<file path="src/rtl/lsu_mem_stage.sv">
// Memory-stage load/store unit: runs one transaction on a variable-latency word bus
// and returns aligned, extended load data, stalling the pipeline while the bus is busy.
module lsu_mem_stage #(
  parameter int MAX_WAIT = 255
) (
  input  logic        clk,
  input  logic        reset,
  input  logic        mem_readM,
  input  logic        mem_writeM,
  input  logic [2:0]  mem_sizeM,
  input  logic [31:0] alu_outM,
  input  logic [31:0] write_dataM,
  output logic [31:0] read_dataM,
  output logic        stallM,
  output logic        faultM,
  output logic        bus_req,
  output logic        bus_we,
  output logic [31:0] bus_addr,
  output logic [3:0]  bus_be,
  output logic [31:0] bus_wdata,
  input  logic        bus_ack,
  input  logic [31:0] bus_rdata
);

  localparam int CW = 10;

  typedef enum logic [1:0] {S_IDLE, S_WAIT, S_DONE} state_t;

  state_t        state_q, state_d;
  logic [CW-1:0] cnt_q, cnt_d;
  logic          req_q, req_d;
  logic          we_q, we_d;
  logic [31:0]   addr_q, addr_d;
  logic [3:0]    be_q, be_d;
  logic [31:0]   wdata_q, wdata_d;
  logic [31:0]   rdata_q, rdata_d;
  logic          fault_q, fault_d;
  logic [2:0]    size_q, size_d;
  logic [1:0]    off_q, off_d;

  logic        acc, illegal, misaligned, ok;
  logic [3:0]  st_be;
  logic [31:0] st_wdata;
  logic [31:0] rd_shift, rd_fmt;

  assign acc     = mem_readM | mem_writeM;
  assign illegal = (mem_readM & mem_writeM)
                 | (mem_sizeM == 3'b011) | (mem_sizeM == 3'b110) | (mem_sizeM == 3'b111)
                 | (mem_writeM & mem_sizeM[2]);
  assign misaligned = ((mem_sizeM[1:0] == 2'b01) & alu_outM[0])
                    | ((mem_sizeM[1:0] == 2'b10) & (alu_outM[1:0] != 2'b00));
  assign ok = ~illegal & ~misaligned;

  // Per-lane store byte enables.
  for (genvar gi = 0; gi < 4; gi++) begin : g_lane
    assign st_be[gi] = (mem_sizeM[1:0] == 2'b00) ? (alu_outM[1:0] == 2'(gi)) :
                       (mem_sizeM[1:0] == 2'b01) ? (alu_outM[1] == (gi >= 2)) : 1'b1;
  end

  always_comb begin
    st_wdata = write_dataM;
    case (mem_sizeM[1:0])
      2'b00:   st_wdata = {4{write_dataM[7:0]}};
      2'b01:   st_wdata = {2{write_dataM[15:0]}};
      default: st_wdata = write_dataM;
    endcase
  end

  // Load formatting uses the size and byte offset captured when the access started.
  always_comb begin
    rd_shift = bus_rdata >> {off_q, 3'b000};
    rd_fmt   = bus_rdata;
    case (size_q)
      3'b000:  rd_fmt = {{24{rd_shift[7]}}, rd_shift[7:0]};
      3'b001:  rd_fmt = {{16{rd_shift[15]}}, rd_shift[15:0]};
      3'b100:  rd_fmt = {24'h0, rd_shift[7:0]};
      3'b101:  rd_fmt = {16'h0, rd_shift[15:0]};
      default: rd_fmt = bus_rdata;
    endcase
  end

  always_comb begin
    state_d = state_q;
    cnt_d   = cnt_q;
    req_d   = req_q;
    we_d    = we_q;
    addr_d  = addr_q;
    be_d    = be_q;
    wdata_d = wdata_q;
    rdata_d = rdata_q;
    fault_d = 1'b0;
    size_d  = size_q;
    off_d   = off_q;
    case (state_q)
      S_IDLE: begin
        if (acc && ok) begin
          req_d   = 1'b1;
          we_d    = mem_writeM;
          addr_d  = {alu_outM[31:2], 2'b00};
          be_d    = mem_writeM ? st_be : 4'hF;
          wdata_d = mem_writeM ? st_wdata : 32'h0;
          size_d  = mem_sizeM;
          off_d   = alu_outM[1:0];
          cnt_d   = '0;
          state_d = S_WAIT;
        end
      end
      S_WAIT: begin
        cnt_d = cnt_q + CW'(1);
        if (bus_ack) begin
          req_d   = 1'b0;
          if (!we_q) rdata_d = rd_fmt;
          state_d = S_DONE;
        end else if (cnt_d == CW'(MAX_WAIT)) begin
          req_d   = 1'b0;
          fault_d = 1'b1;
          if (!we_q) rdata_d = 32'h0;
          state_d = S_DONE;
        end
      end
      default: state_d = S_IDLE;
    endcase
  end

  always_ff @(posedge clk) begin
    if (reset) begin
      state_q <= S_IDLE;
      cnt_q   <= '0;
      req_q   <= 1'b0;
      we_q    <= 1'b0;
      addr_q  <= 32'h0;
      be_q    <= 4'h0;
      wdata_q <= 32'h0;
      rdata_q <= 32'h0;
      fault_q <= 1'b0;
      size_q  <= 3'b000;
      off_q   <= 2'b00;
    end else begin
      state_q <= state_d;
      cnt_q   <= cnt_d;
      req_q   <= req_d;
      we_q    <= we_d;
      addr_q  <= addr_d;
      be_q    <= be_d;
      wdata_q <= wdata_d;
      rdata_q <= rdata_d;
      fault_q <= fault_d;
      size_q  <= size_d;
      off_q   <= off_d;
    end
  end

  // Rejected accesses fault immediately in IDLE; timeouts fault in DONE.
  assign faultM     = fault_q | ((state_q == S_IDLE) & acc & ~ok);
  assign stallM     = acc & ok & (state_q != S_DONE);
  assign read_dataM = rdata_q;
  assign bus_req    = req_q;
  assign bus_we     = we_q;
  assign bus_addr   = addr_q;
  assign bus_be     = be_q;
  assign bus_wdata  = wdata_q;

endmodule

</file>
<file path="config.mk">
export PLATFORM = sky130hd
export DESIGN_NAME = lsu_mem_stage
export DESIGN_NICKNAME = d
export VERILOG_FILES = /design/src/rtl/lsu_mem_stage.sv
export SDC_FILE = /design/constraint.sdc
export NUM_CORES = 1
export LEC_CHECK = 0
export CORE_MARGIN = 2
export CORE_UTILIZATION = 49
export CTS_BUF_LIST = sky130_fd_sc_hd__clkbuf_2
export DETAILED_ROUTE_END_ITERATION = 6
export PLACE_DENSITY = 0.9
export SKIP_CTS_REPAIR_TIMING = 1
export SLEW_MARGIN = 0
export SYNTH_ARGS = -nofsm -noshare
export SYNTH_HDL_FRONTEND = slang
export SYNTH_SLANG_ARGS = --single-unit
</file>
<file path="constraint.sdc">
create_clock -name clk -period 3.4 [get_ports clk]
set_input_delay 0.34 -clock clk [delete_from_list [all_inputs] [get_ports clk]]
set_output_delay 0.34 -clock clk [all_outputs]
set_load 0.02 [all_outputs]
</file>
==> run_summary.xml, run 1 <==
<?xml version="1.0" encoding="UTF-8"?>
<metrics>
  <group name="critical_path">
    <metric name="required" unit="ns">3.06</metric>
    <metric name="endpoint_kind" unit="">output pin</metric>
    <metric name="critical_path_class" unit="">input pin to output pin</metric>
    <metric name="chain_of_cells_forming_the_critical_path" unit="">clkdlybuf4s50_1 &gt; o21ai_0 &gt; a21boi_0 &gt; nor2_1 &gt; o21bai_1 &gt; clkdlybuf4s50_1</metric>
    <metric name="startpoint_type" unit="">input pin</metric>
    <metric name="worst_path_dominant_cell_family" unit="">buffers and inverters</metric>
    <metric name="cpMaxStageDelayCell" unit="">sky130_fd_sc_hd__clkdlybuf4s50_1</metric>
    <metric name="crit_top_cell" unit="">sky130_fd_sc_hd__clkdlybuf4s50_1</metric>
    <metric name="critical_path.max_stage_delay" unit="ns">0.62</metric>
    <metric name="cp.arrival" unit="ns">2.42</metric>
    <metric name="timing.critical_path.buf_inv" unit="">2</metric>
    <metric name="cp_max_fo" unit="">7</metric>
  </group>
  <group name="sta">
    <metric name="timing.final.setup_violations" unit="">0</metric>
    <metric name="max_freq" unit="MHz">362</metric>
    <metric name="hold-worst-slack" unit="ns">0.166</metric>
    <metric name="setup_repair_after_global_routing_missed_its_margin" unit="">false</metric>
    <metric name="timing.final.crit_share" unit="%">81.2</metric>
    <metric name="tmin_final" unit="ns">2.76</metric>
    <metric name="final_hold_violation_count" unit="">0</metric>
    <metric name="final-max-slew-violation-count" unit="">0</metric>
    <metric name="setup_tns" unit="ns">0</metric>
    <metric name="max_slew_margin" unit="%">20.3</metric>
    <metric name="clock_skew_after_layout" unit="ns">0.0293</metric>
    <metric name="transition_at_the_pin_with_the_smallest_max_transition_slack" unit="ns">1.19</metric>
  </group>
  <group name="clock_network">
    <metric name="clock_path_buffers" unit="">2</metric>
    <metric name="cts-buffers-inserted" unit="">17</metric>
    <metric name="clk-insertion-delay-late" unit="ns">0.72</metric>
    <metric name="ctsHtreeMaxLevel" unit="">4</metric>
    <metric name="clk_root_buffer_cell" unit="">sky130_fd_sc_hd__clkbuf_2</metric>
    <metric name="cts_tree" unit="">built</metric>
    <metric name="clock_sinks" unit="">118</metric>
    <metric name="path_clk_slew" unit="ns">0.15</metric>
  </group>
  <group name="floorplan">
    <metric name="placementRows" unit="">38</metric>
    <metric name="floorplan.die.height" unit="um">110</metric>
    <metric name="die_width" unit="um">110</metric>
    <metric name="floorplan.core_area" unit="sq um">10900</metric>
    <metric name="floorplan.initialDensity" unit="%">50.3</metric>
    <metric name="ioPinCount" unit="">208</metric>
    <metric name="die_area" unit="sq um">12000</metric>
  </group>
  <group name="synth">
    <metric name="synthesis.instances" unit="">685</metric>
    <metric name="ys.warnings.count" unit="">0</metric>
    <metric name="synth_sequential_area_ratio" unit="%">43.1</metric>
    <metric name="synth_enable_flop_cells" unit="">0</metric>
    <metric name="netlist_top_cells_area" unit="">sky130_fd_sc_hd__dfxtp_1 (43%), sky130_fd_sc_hd__nand2_1 (9.7%), sky130_fd_sc_hd__a21oi_1 (9.6%), sky130_fd_sc_hd__mux2i_1 (4.4%), sky130_fd_sc_hd__nand3_1 (3.7%)</metric>
    <metric name="synth_cell_types" unit="">47</metric>
    <metric name="synth.top_cell.area_share" unit="%">43.1</metric>
    <metric name="syn_area" unit="sq um">5480</metric>
    <metric name="synth_seq_cells" unit="">118</metric>
    <metric name="yosysTopAreaCell" unit="">sky130_fd_sc_hd__dfxtp_1</metric>
    <metric name="synth_top_flop_cell" unit="">sky130_fd_sc_hd__dfxtp_1</metric>
    <metric name="async_flop_share" unit="%">0</metric>
    <metric name="synth_area_per_cell" unit="sq um">8.00</metric>
  </group>
  <group name="power">
    <metric name="p_total" unit="W">0.00270</metric>
    <metric name="total_leakage_power" unit="nW">2.61</metric>
    <metric name="p_per_area" unit="nW/um^2">351</metric>
    <metric name="vdd_drop_max" unit="V">0.000276</metric>
  </group>
  <group name="global_route">
    <metric name="grt_antenna_before_repair" unit="">0</metric>
    <metric name="grt_max_degree" unit="">105</metric>
    <metric name="grt_pass1_wl" unit="um">26400</metric>
    <metric name="grt_overflow_total" unit="">0</metric>
    <metric name="gr-usage-all-layers" unit="%">28.3</metric>
    <metric name="grt_pass1_vias" unit="">5428</metric>
  </group>
  <group name="detailed_routing">
    <metric name="detail_route.iter0.violations" unit="">332</metric>
    <metric name="detail_route.first_pass.iterations" unit="">5</metric>
    <metric name="avgViaCountPerCell" unit="">5.73</metric>
    <metric name="antenna_left" unit="">0</metric>
    <metric name="wl_per_cell" unit="um">16.8</metric>
    <metric name="via_count" unit="">5792</metric>
    <metric name="drc_violations" unit="">0</metric>
    <metric name="finalWirelength" unit="um">17000</metric>
  </group>
  <group name="min_path">
    <metric name="worstHoldPathType" unit="">input pin to flip-flop</metric>
  </group>
  <group name="layout">
    <metric name="insertedDiodeCount" unit="">0</metric>
    <metric name="finalCoreUtilization" unit="%">70.7</metric>
    <metric name="layout_common_cells" unit="">sky130_fd_sc_hd__clkdlybuf4s50_1 (204), sky130_fd_sc_hd__nand2_1 (141), sky130_fd_sc_hd__dfxtp_1 (118)</metric>
    <metric name="layout-drive-gt1-share" unit="%">7.35</metric>
    <metric name="layout_commonest_cell" unit="">sky130_fd_sc_hd__clkdlybuf4s50_1</metric>
    <metric name="synthToLayoutAreaGrowth" unit="%">40.5</metric>
    <metric name="fillerInstances" unit="">863</metric>
    <metric name="num-nets-final" unit="">967</metric>
  </group>
  <group name="placement">
    <metric name="port_buffers" unit="">205</metric>
    <metric name="routabilityCongestion" unit="">0.926</metric>
    <metric name="detailedPlacementHpwl" unit="um">12100</metric>
  </group>
  <group name="run">
    <metric name="max_cap_viol_count" unit="">0</metric>
  </group>
  <group name="outcome">
    <metric name="status" unit="">finished clean</metric>
  </group>
</metrics>
## cell usage after synthesis (2+ instances only)
library cell and n:
sky130_fd_sc_hd__buf_2 6, sky130_fd_sc_hd__o2bb2ai_1 8, sky130_fd_sc_hd__nand4_1 3, sky130_fd_sc_hd__xnor2_1 2
sky130_fd_sc_hd__and3_1 2, sky130_fd_sc_hd__o21ai_0 36, sky130_fd_sc_hd__nor2b_1 5, sky130_fd_sc_hd__inv_1 4
sky130_fd_sc_hd__nand2b_1 19, sky130_fd_sc_hd__a311oi_1 6, sky130_fd_sc_hd__a22o_1 17, sky130_fd_sc_hd__o211ai_1 10
sky130_fd_sc_hd__clkbuf_1 45, sky130_fd_sc_hd__mux2_2 16, sky130_fd_sc_hd__dfxtp_1 118, sky130_fd_sc_hd__mux2i_1 24
sky130_fd_sc_hd__nand2_1 141, sky130_fd_sc_hd__a31oi_1 3, sky130_fd_sc_hd__ha_1 2, sky130_fd_sc_hd__nand3_1 40
sky130_fd_sc_hd__nor3_1 8, sky130_fd_sc_hd__a21oi_1 105, sky130_fd_sc_hd__xor2_1 2, sky130_fd_sc_hd__buf_4 2
sky130_fd_sc_hd__buf_1 5, sky130_fd_sc_hd__o221ai_1 7, sky130_fd_sc_hd__nor2_1 29
## routing by layer
metal	GRT usage, %	routed length, um	share of wire [%]	vias up
li1	-	-	-	2754
met1	31.3	6490	38	2687
met2	47.6	8110	48	306
met3	10.5	1830	11	45
met4	13.8	558	3.3	0
met5	0	0	0	-
## area by class of cell
class,instances,area [sq um],share of cell area [%]
Multi-Input combinational cell,503,2860,37.1
Inverter,5,18.8,0.244
Clock buffer,20,100,1.30
Timing Repair Buffer,216,2140,27.9
Sequential cell,118,2360,30.7
Clock inverter,9,40.0,0.520
Tap cell,140,175,2.28
## cells by family (layout without fill, tap and decap cells)
family / count (synthesis) / in the layout / synth area share [%]
adders and majority gates: 2 / 2 / 0.457
AOI/OAI and AO/OA: 199 / 199 / 22.0
DFF: 118 / 118 / 43.1
xor gates and xnor gates: 5 / 5 / 0.936
other: 1 / 2 / 0.0684
and+or+nand+nor: 255 / 255 / 20.7
buffers and inverters: 65 / 250 / 5.07
muxes: 40 / 40 / 7.67
## worst min-delay path, stage by stage
cell and delay, ns:
sky130_fd_sc_hd__clkdlybuf4s50_1 0.39, sky130_fd_sc_hd__nand2_1 0.05, sky130_fd_sc_hd__a21oi_1 0.05
## path summary, 6_finish.rpt
path | depth (start not counted) | slack, ns | endpoint | start
min | 3 | 0.17 | bus_addr[16] | alu_outM[16]
max reg2reg | 6 | 0.94 | read_dataM[7] | state_q[1]
max | 6 | 0.64 | faultM | alu_outM[1]
min reg2reg | 2 | 0.47 | bus_wdata[16] | bus_wdata[16]
## metrics by stage
step                area, sq um  setup slack (ns)  instances
global placement           7560             0.798        982
global route               7700             0.485       1011
floorplan                  5480              1.26        686
finish                     7700             0.640       1011
CTS                        7700             0.662       1011
detailed placement         7560             0.603        982
## where the power goes
group          switching, W  leakage [nW]  internal, W
combinational      0.000304          1.54     0.000278
sequential        0.0000331         0.957      0.00143
clock              0.000487         0.109     0.000171
total              0.000824          2.61      0.00188
## flip-flops by register name (all words and copies together) (netlist names), 2 cells and up
signal      count
read_dataM     32
bus_be          4
bus_addr       30
cnt_q          10
state_q         2
size_q          3
bus_wdata      32
off_q           2
No activity file was read; power rests on OpenSTA's default activity.
==> run 2, diff against run 1 <==
--- a/config.mk
+++ b/config.mk
@@ -6,10 +6,10 @@
 export NUM_CORES = 1
 export LEC_CHECK = 0
 export CORE_MARGIN = 2
-export CORE_UTILIZATION = 49
+export CORE_UTILIZATION = 46
 export CTS_BUF_LIST = sky130_fd_sc_hd__clkbuf_2
 export DETAILED_ROUTE_END_ITERATION = 6
-export PLACE_DENSITY = 0.9
+export PLACE_DENSITY = 0.85
 export SKIP_CTS_REPAIR_TIMING = 1
 export SLEW_MARGIN = 0
 export SYNTH_ARGS = -nofsm -noshare
==> constraint.sdc (replaced) <==
create_clock -name clk -period 2.7 [get_ports clk]
set_input_delay 0.27 -clock clk [delete_from_list [all_inputs] [get_ports clk]]
set_output_delay 0.27 -clock clk [all_outputs]
set_load 0.02 [all_outputs]
==> run 2 against run 1 <==
Largest cell class unchanged. Sequential share of layout area is 0.52 points lower. Worst setup slack worse by 0.48 ns. Critical path depth stayed put. Die area is 6.3% higher. Utilization is 2.7 points lower. Largest power group unchanged. The flow now finishes with violations (design-rule violations). First-iteration DRC count is 64% higher.
==> run_summary.xml, run 2 (synthesis results as in run 1) <==
<?xml version="1.0" encoding="UTF-8"?>
<metrics>
  <group name="outcome">
    <metric name="status" unit="">complete, but fails checks</metric>
    <metric name="violations" unit="">design-rule violations</metric>
  </group>
  <group name="detailed_routing">
    <metric name="antenna_left" unit="">0</metric>
    <metric name="wl_per_cell" unit="um">16.7</metric>
    <metric name="via_count" unit="">5738</metric>
    <metric name="detail_route.first_pass.iterations" unit="">7</metric>
    <metric name="finalWirelength" unit="um">17200</metric>
    <metric name="drc_violations" unit="">13</metric>
    <metric name="avgViaCountPerCell" unit="">5.60</metric>
    <metric name="detail_route.iter0.violations" unit="">543</metric>
  </group>
  <group name="layout">
    <metric name="design_area" unit="sq um">7830</metric>
    <metric name="num-nets-final" unit="">977</metric>
    <metric name="layout-drive-gt1-share" unit="%">8.16</metric>
    <metric name="fillerInstances" unit="">950</metric>
    <metric name="layout_commonest_cell" unit="">sky130_fd_sc_hd__clkdlybuf4s50_1</metric>
    <metric name="seq_area" unit="sq um">2360</metric>
    <metric name="synthToLayoutAreaGrowth" unit="%">42.9</metric>
    <metric name="multi_input_area" unit="sq um">2860</metric>
    <metric name="layout_common_cells" unit="">sky130_fd_sc_hd__clkdlybuf4s50_1 (204), sky130_fd_sc_hd__nand2_1 (141), sky130_fd_sc_hd__dfxtp_1 (118)</metric>
    <metric name="insertedDiodeCount" unit="">0</metric>
  </group>
  <group name="global_route">
    <metric name="grt_pass1_vias" unit="">5586</metric>
    <metric name="grt_antenna_before_repair" unit="">0</metric>
    <metric name="grt_max_degree" unit="">72</metric>
    <metric name="grt_overflow_total" unit="">0</metric>
    <metric name="grt_pass1_wl" unit="um">27800</metric>
    <metric name="gr-usage-all-layers" unit="%">26.7</metric>
  </group>
  <group name="critical_path">
    <metric name="regToRegEndpoint" unit="">read_dataM[29]</metric>
    <metric name="reg2reg_depth" unit="">7</metric>
    <metric name="worstSetupStartpoint" unit="">alu_outM[1]</metric>
    <metric name="cp_max_fo" unit="">7</metric>
    <metric name="required" unit="ns">2.43</metric>
    <metric name="cp-endpoint" unit="">faultM</metric>
    <metric name="setup.reg_to_reg.worst_slack" unit="ns">0.35</metric>
    <metric name="timing.rr.start" unit="">cnt_q[1]</metric>
    <metric name="endpoint_kind" unit="">output pin</metric>
    <metric name="critical_path_class" unit="">input pin to output pin</metric>
    <metric name="startpoint_type" unit="">input pin</metric>
    <metric name="cp.arrival" unit="ns">2.27</metric>
  </group>
  <group name="clock_network">
    <metric name="clock_sinks" unit="">118</metric>
    <metric name="cts-buffers-inserted" unit="">17</metric>
    <metric name="clk-insertion-delay-late" unit="ns">0.67</metric>
    <metric name="cts_tree" unit="">built</metric>
    <metric name="path_clk_slew" unit="ns">0.15</metric>
    <metric name="ctsHtreeMaxLevel" unit="">4</metric>
    <metric name="clock_path_buffers" unit="">2</metric>
    <metric name="clk_root_buffer_cell" unit="">sky130_fd_sc_hd__clkbuf_2</metric>
  </group>
  <group name="sta">
    <metric name="setup_tns" unit="ns">0</metric>
    <metric name="clock_skew_after_layout" unit="ns">0.0213</metric>
    <metric name="final-max-slew-violation-count" unit="">0</metric>
    <metric name="transition_at_the_pin_with_the_smallest_max_transition_slack" unit="ns">0.741</metric>
    <metric name="timing.final.setup_violations" unit="">0</metric>
    <metric name="tmin_final" unit="ns">2.54</metric>
    <metric name="max_freq" unit="MHz">394</metric>
    <metric name="final_hold_violation_count" unit="">0</metric>
    <metric name="setup_repair_after_global_routing_missed_its_margin" unit="">false</metric>
    <metric name="timing.final.crit_share" unit="%">94.1</metric>
    <metric name="max_slew_margin" unit="%">50.6</metric>
  </group>
  <group name="floorplan">
    <metric name="die_area" unit="sq um">12800</metric>
    <metric name="die_width" unit="um">113</metric>
    <metric name="ioPinCount" unit="">208</metric>
    <metric name="floorplan.initialDensity" unit="%">47.6</metric>
    <metric name="placementRows" unit="">39</metric>
    <metric name="floorplan.core_area" unit="sq um">11500</metric>
    <metric name="floorplan.die.height" unit="um">113</metric>
  </group>
  <group name="power">
    <metric name="p_per_area" unit="nW/um^2">451</metric>
    <metric name="vdd_drop_max" unit="V">0.000341</metric>
    <metric name="total_leakage_power" unit="nW">2.67</metric>
  </group>
  <group name="placement">
    <metric name="detailedPlacementHpwl" unit="um">12400</metric>
    <metric name="detailed_place.area" unit="sq um">7650</metric>
    <metric name="port_buffers" unit="">205</metric>
    <metric name="routabilityCongestion" unit="">0.857</metric>
  </group>
  <group name="run">
    <metric name="max_cap_viol_count" unit="">0</metric>
  </group>
  <group name="min_path">
    <metric name="worstHoldPathType" unit="">input pin to flip-flop</metric>
  </group>
</metrics>
run 2: stage by stage:
| stage | setup WS, ns | utilization [%] | power [W] | hold WS [ns] | instances |
|---|---|---|---|---|---|
| 2_1_floorplan | 0.562 | - | 0.00224 | 0.346 | 686 |
| 3_3_place_gp | 0.152 | 66.5 | 0.00261 | 0.441 | 994 |
| 3_5_place_dp | 0.0591 | 66.5 | 0.00262 | 0.447 | 994 |
| 4_1_cts | 0.0430 | 67.9 | 0.00355 | -0.0363 | 1024 |
| 5_1_grt | 0.0736 | 68.0 | 0.00369 | 0.102 | 1025 |
| 6_report | 0.160 | 68.0 | 0.00353 | 0.141 | 1025 |
run 2: area by class of cell:
cell class	count	share of cell area, %
tap	143	2.28
multi-input combinational	503	36.5
sequential	118	30.2
clock inverter	9	0.799
inverter	5	0.240
timing repair buffer	226	28.7
clock buffer	21	1.34
run 2: how the worst min path moves through the flow:
stage / from / to / slack, ns / depth (start not counted)
after floorplan: bus_ack / fault_q / 0.35 / 1
after global placement: bus_wdata[17] / bus_wdata[17] / 0.44 / 2
after detailed placement: bus_addr[26] / bus_addr[26] / 0.45 / 2
after CTS: reset / read_dataM[6] / -0.04 / 2
after global routing: alu_outM[11] / bus_addr[11] / 0.10 / 3
final: alu_outM[17] / bus_addr[17] / 0.14 / 3
run 2: report_power, final:
part           switching (W)  leakage [nW]  internal, W
Sequential         0.0000387         0.957      0.00180
Combinational       0.000389          1.60     0.000365
Clock               0.000622         0.119     0.000316
Total                0.00105          2.67      0.00248
run 2: worst max-delay path, cell delays in order:
cell and delay [ns]:
sky130_fd_sc_hd__clkdlybuf4s50_1 0.61, sky130_fd_sc_hd__o21ai_0 0.13, sky130_fd_sc_hd__a21boi_1 0.32, sky130_fd_sc_hd__nor2_1 0.09
sky130_fd_sc_hd__o21bai_1 0.21, sky130_fd_sc_hd__clkdlybuf4s50_1 0.64
run 2: routing by layer:
layer  routed length (um)  track usage (%)
met1                 6720             32.1
met2                 8020             43.5
met3                 2010             11.0
met4                  401             9.02
met5                    0                0
==> run 3, diff against run 2 <==
--- a/config.mk
+++ b/config.mk
@@ -10,6 +10,7 @@
 export CTS_BUF_LIST = sky130_fd_sc_hd__clkbuf_2
 export DETAILED_ROUTE_END_ITERATION = 6
 export PLACE_DENSITY = 0.85
+export SETUP_SLACK_MARGIN = 0.2
 export SKIP_CTS_REPAIR_TIMING = 1
 export SLEW_MARGIN = 0
 export SYNTH_ARGS = -nofsm -noshare
==> constraint.sdc (replaced) <==
create_clock -name clk -period 2.9 [get_ports clk]
set_input_delay 0.29 -clock clk [delete_from_list [all_inputs] [get_ports clk]]
set_output_delay 0.29 -clock clk [all_outputs]
set_load 0.02 [all_outputs]
==> run 3 against run 2 <==
The flow still finishes with violations (design-rule violations). Worst setup slack better by 0.26 ns. Global-route usage about the same. Clock skew grew 0.0043 ns. Utilization rose by 0.64 points. First-iteration DRC count is 21% lower. Critical path type unchanged. Critical endpoint unchanged. Largest cell class unchanged.
==> run_summary.xml, run 3 (synthesis results as in run 1) <==
<?xml version="1.0" encoding="UTF-8"?>
<metrics>
  <group name="sta">
    <metric name="max_freq" unit="MHz">403</metric>
    <metric name="hold-worst-slack" unit="ns">0.114</metric>
    <metric name="transition_at_the_pin_with_the_smallest_max_transition_slack" unit="ns">0.955</metric>
    <metric name="final_hold_violation_count" unit="">0</metric>
    <metric name="setup_repair_after_global_routing_missed_its_margin" unit="">false</metric>
    <metric name="max_slew_margin" unit="%">36.3</metric>
    <metric name="timing.final.setup_violations" unit="">0</metric>
    <metric name="tmin_final" unit="ns">2.48</metric>
    <metric name="final-max-slew-violation-count" unit="">0</metric>
    <metric name="clock_skew_after_layout" unit="ns">0.0256</metric>
    <metric name="timing.final.crit_share" unit="%">85.7</metric>
    <metric name="setup_tns" unit="ns">0</metric>
  </group>
  <group name="layout">
    <metric name="multi_input_area" unit="sq um">2860</metric>
    <metric name="seq_area" unit="sq um">2360</metric>
    <metric name="stdcell_count" unit="">1026</metric>
    <metric name="synthToLayoutAreaGrowth" unit="%">44.2</metric>
    <metric name="finalCoreUtilization" unit="%">68.6</metric>
    <metric name="layout_commonest_cell" unit="">sky130_fd_sc_hd__clkdlybuf4s50_1</metric>
    <metric name="fillerInstances" unit="">923</metric>
    <metric name="layout-drive-gt1-share" unit="%">8.83</metric>
    <metric name="layout_common_cells" unit="">sky130_fd_sc_hd__clkdlybuf4s50_1 (204), sky130_fd_sc_hd__nand2_1 (141), sky130_fd_sc_hd__dfxtp_1 (118)</metric>
    <metric name="num-nets-final" unit="">976</metric>
    <metric name="insertedDiodeCount" unit="">0</metric>
  </group>
  <group name="clock_network">
    <metric name="cts_tree" unit="">built</metric>
    <metric name="cts-buffers-inserted" unit="">17</metric>
    <metric name="path_clk_slew" unit="ns">0.18</metric>
    <metric name="ctsHtreeMaxLevel" unit="">4</metric>
    <metric name="clk-insertion-delay-late" unit="ns">0.70</metric>
    <metric name="clk_root_buffer_cell" unit="">sky130_fd_sc_hd__clkbuf_2</metric>
    <metric name="clock_sinks" unit="">118</metric>
    <metric name="clock_path_buffers" unit="">2</metric>
  </group>
  <group name="global_route">
    <metric name="grt_pass1_vias" unit="">5663</metric>
    <metric name="met1_usage" unit="%">31.1</metric>
    <metric name="grt_met2_use" unit="%">43.2</metric>
    <metric name="grt_pass1_wl" unit="um">27700</metric>
    <metric name="global_route_met3_usage" unit="%">11.6</metric>
    <metric name="grt_max_degree" unit="">94</metric>
    <metric name="grt_overflow_total" unit="">0</metric>
    <metric name="global_route.peak_usage_layer" unit="">met2</metric>
    <metric name="gr-usage-all-layers" unit="%">26.7</metric>
    <metric name="grt_antenna_before_repair" unit="">0</metric>
  </group>
  <group name="power">
    <metric name="total_leakage_power" unit="nW">2.71</metric>
    <metric name="vdd_drop_max" unit="V">0.000372</metric>
    <metric name="sw_frac_of_total" unit="%">28.3</metric>
    <metric name="p_int" unit="W">0.00259</metric>
    <metric name="p_switching" unit="W">0.00102</metric>
    <metric name="combPwrFrac" unit="%">19.3</metric>
    <metric name="sequentialPowerShare" unit="%">47.6</metric>
    <metric name="p_per_area" unit="nW/um^2">457</metric>
    <metric name="power.share.clock" unit="%">33.1</metric>
  </group>
  <group name="critical_path">
    <metric name="required" unit="ns">2.61</metric>
    <metric name="cp_max_fo" unit="">7</metric>
    <metric name="startpoint_type" unit="">input pin</metric>
    <metric name="endpoint_kind" unit="">output pin</metric>
    <metric name="critical_path_class" unit="">input pin to output pin</metric>
    <metric name="cp.arrival" unit="ns">2.19</metric>
  </group>
  <group name="min_path">
    <metric name="worstHoldPathType" unit="">input pin to flip-flop</metric>
  </group>
  <group name="run">
    <metric name="max_cap_viol_count" unit="">0</metric>
  </group>
  <group name="floorplan">
    <metric name="floorplan.die.height" unit="um">113</metric>
    <metric name="ioPinCount" unit="">208</metric>
    <metric name="die_width" unit="um">113</metric>
    <metric name="placementRows" unit="">39</metric>
    <metric name="floorplan.initialDensity" unit="%">47.6</metric>
    <metric name="die_area" unit="sq um">12800</metric>
    <metric name="floorplan.core_area" unit="sq um">11500</metric>
  </group>
  <group name="detailed_routing">
    <metric name="detail_route.iter0.violations" unit="">430</metric>
    <metric name="drc_violations" unit="">12</metric>
    <metric name="avgViaCountPerCell" unit="">5.62</metric>
    <metric name="detail_route.first_pass.iterations" unit="">7</metric>
    <metric name="via_count" unit="">5763</metric>
    <metric name="finalWirelength" unit="um">17300</metric>
    <metric name="antenna_left" unit="">0</metric>
    <metric name="wl_per_cell" unit="um">16.8</metric>
  </group>
  <group name="outcome">
    <metric name="violations" unit="">design-rule violations</metric>
    <metric name="status" unit="">complete, but fails checks</metric>
  </group>
  <group name="placement">
    <metric name="port_buffers" unit="">205</metric>
    <metric name="detailedPlacementHpwl" unit="um">12200</metric>
    <metric name="placedCellCount" unit="">993</metric>
    <metric name="routabilityCongestion" unit="">0.879</metric>
  </group>
</metrics>
-- run 3: cell count changes in the layout (fill, tap and decap cells not counted) --
cell	delta
sky130_fd_sc_hd__bufinv_16	+3
sky130_fd_sc_hd__clkinv_1	-5
sky130_fd_sc_hd__clkinvlp_4	+1
sky130_fd_sc_hd__clkinv_2	+3
sky130_fd_sc_hd__buf_12	-1
-- run 3: metal layers --
metal | vias to the layer above | routed length [um]
li1 | 2767 | -
met1 | 2684 | 6800
met2 | 282 | 8120
met3 | 30 | 1940
met4 | 0 | 403
met5 | - | 0
-- run 3: final cells by class --
type,instances,area share (%)
clock buffers,21,1.33
clock inverters,11,1.98
inverters,5,0.237
multi-input cells,503,36.1
flip-flops and latches,118,29.9
well taps,143,2.26
repair buffers,225,28.2
-- run 3: path summary, 6_finish.rpt --
check | startpoint | end | slack, ns | cells after the start
worst min-delay path | alu_outM[6] | bus_addr[6] | 0.11 | 3
worst max-delay path | alu_outM[1] | faultM | 0.42 | 6
worst max register to register | cnt_q[1] | read_dataM[29] | 0.68 | 7
worst min register to register | bus_addr[26] | bus_addr[26] | 0.46 | 2
-- run 3: critical path, stage by stage --
cell                              delay [ns]
sky130_fd_sc_hd__clkdlybuf4s50_1        0.59
sky130_fd_sc_hd__o21ai_0                0.13
sky130_fd_sc_hd__a21boi_1               0.29
sky130_fd_sc_hd__nor2_1                 0.09
sky130_fd_sc_hd__o21bai_1               0.17
sky130_fd_sc_hd__clkdlybuf4s50_1        0.63
-- run 3: power groups by stage --
| stage | combinational [W] | sequential [W] | clock (W) |
|---|---|---|---|
| 6_report | 0.000696 | 0.00172 | 0.00119 |
| 5_1_grt | 0.000749 | 0.00173 | 0.00128 |
| 4_1_cts | 0.000693 | 0.00172 | 0.00122 |
| 3_5_place_dp | 0.000688 | 0.00175 | 0 |
| 3_3_place_gp | 0.000674 | 0.00175 | 0 |
| 2_1_floorplan | 0.000287 | 0.00180 | 0 |
-- run 3: stage by stage --
step	total power, W	cell area, sq um	setup WS [ns]
after global placement	0.00242	7630	0.323
after detailed placement	0.00244	7630	0.302
after floorplan	0.00209	5480	0.762
after global routing	0.00376	7910	0.315
final	0.00361	7910	0.416
after CTS	0.00363	7900	0.289
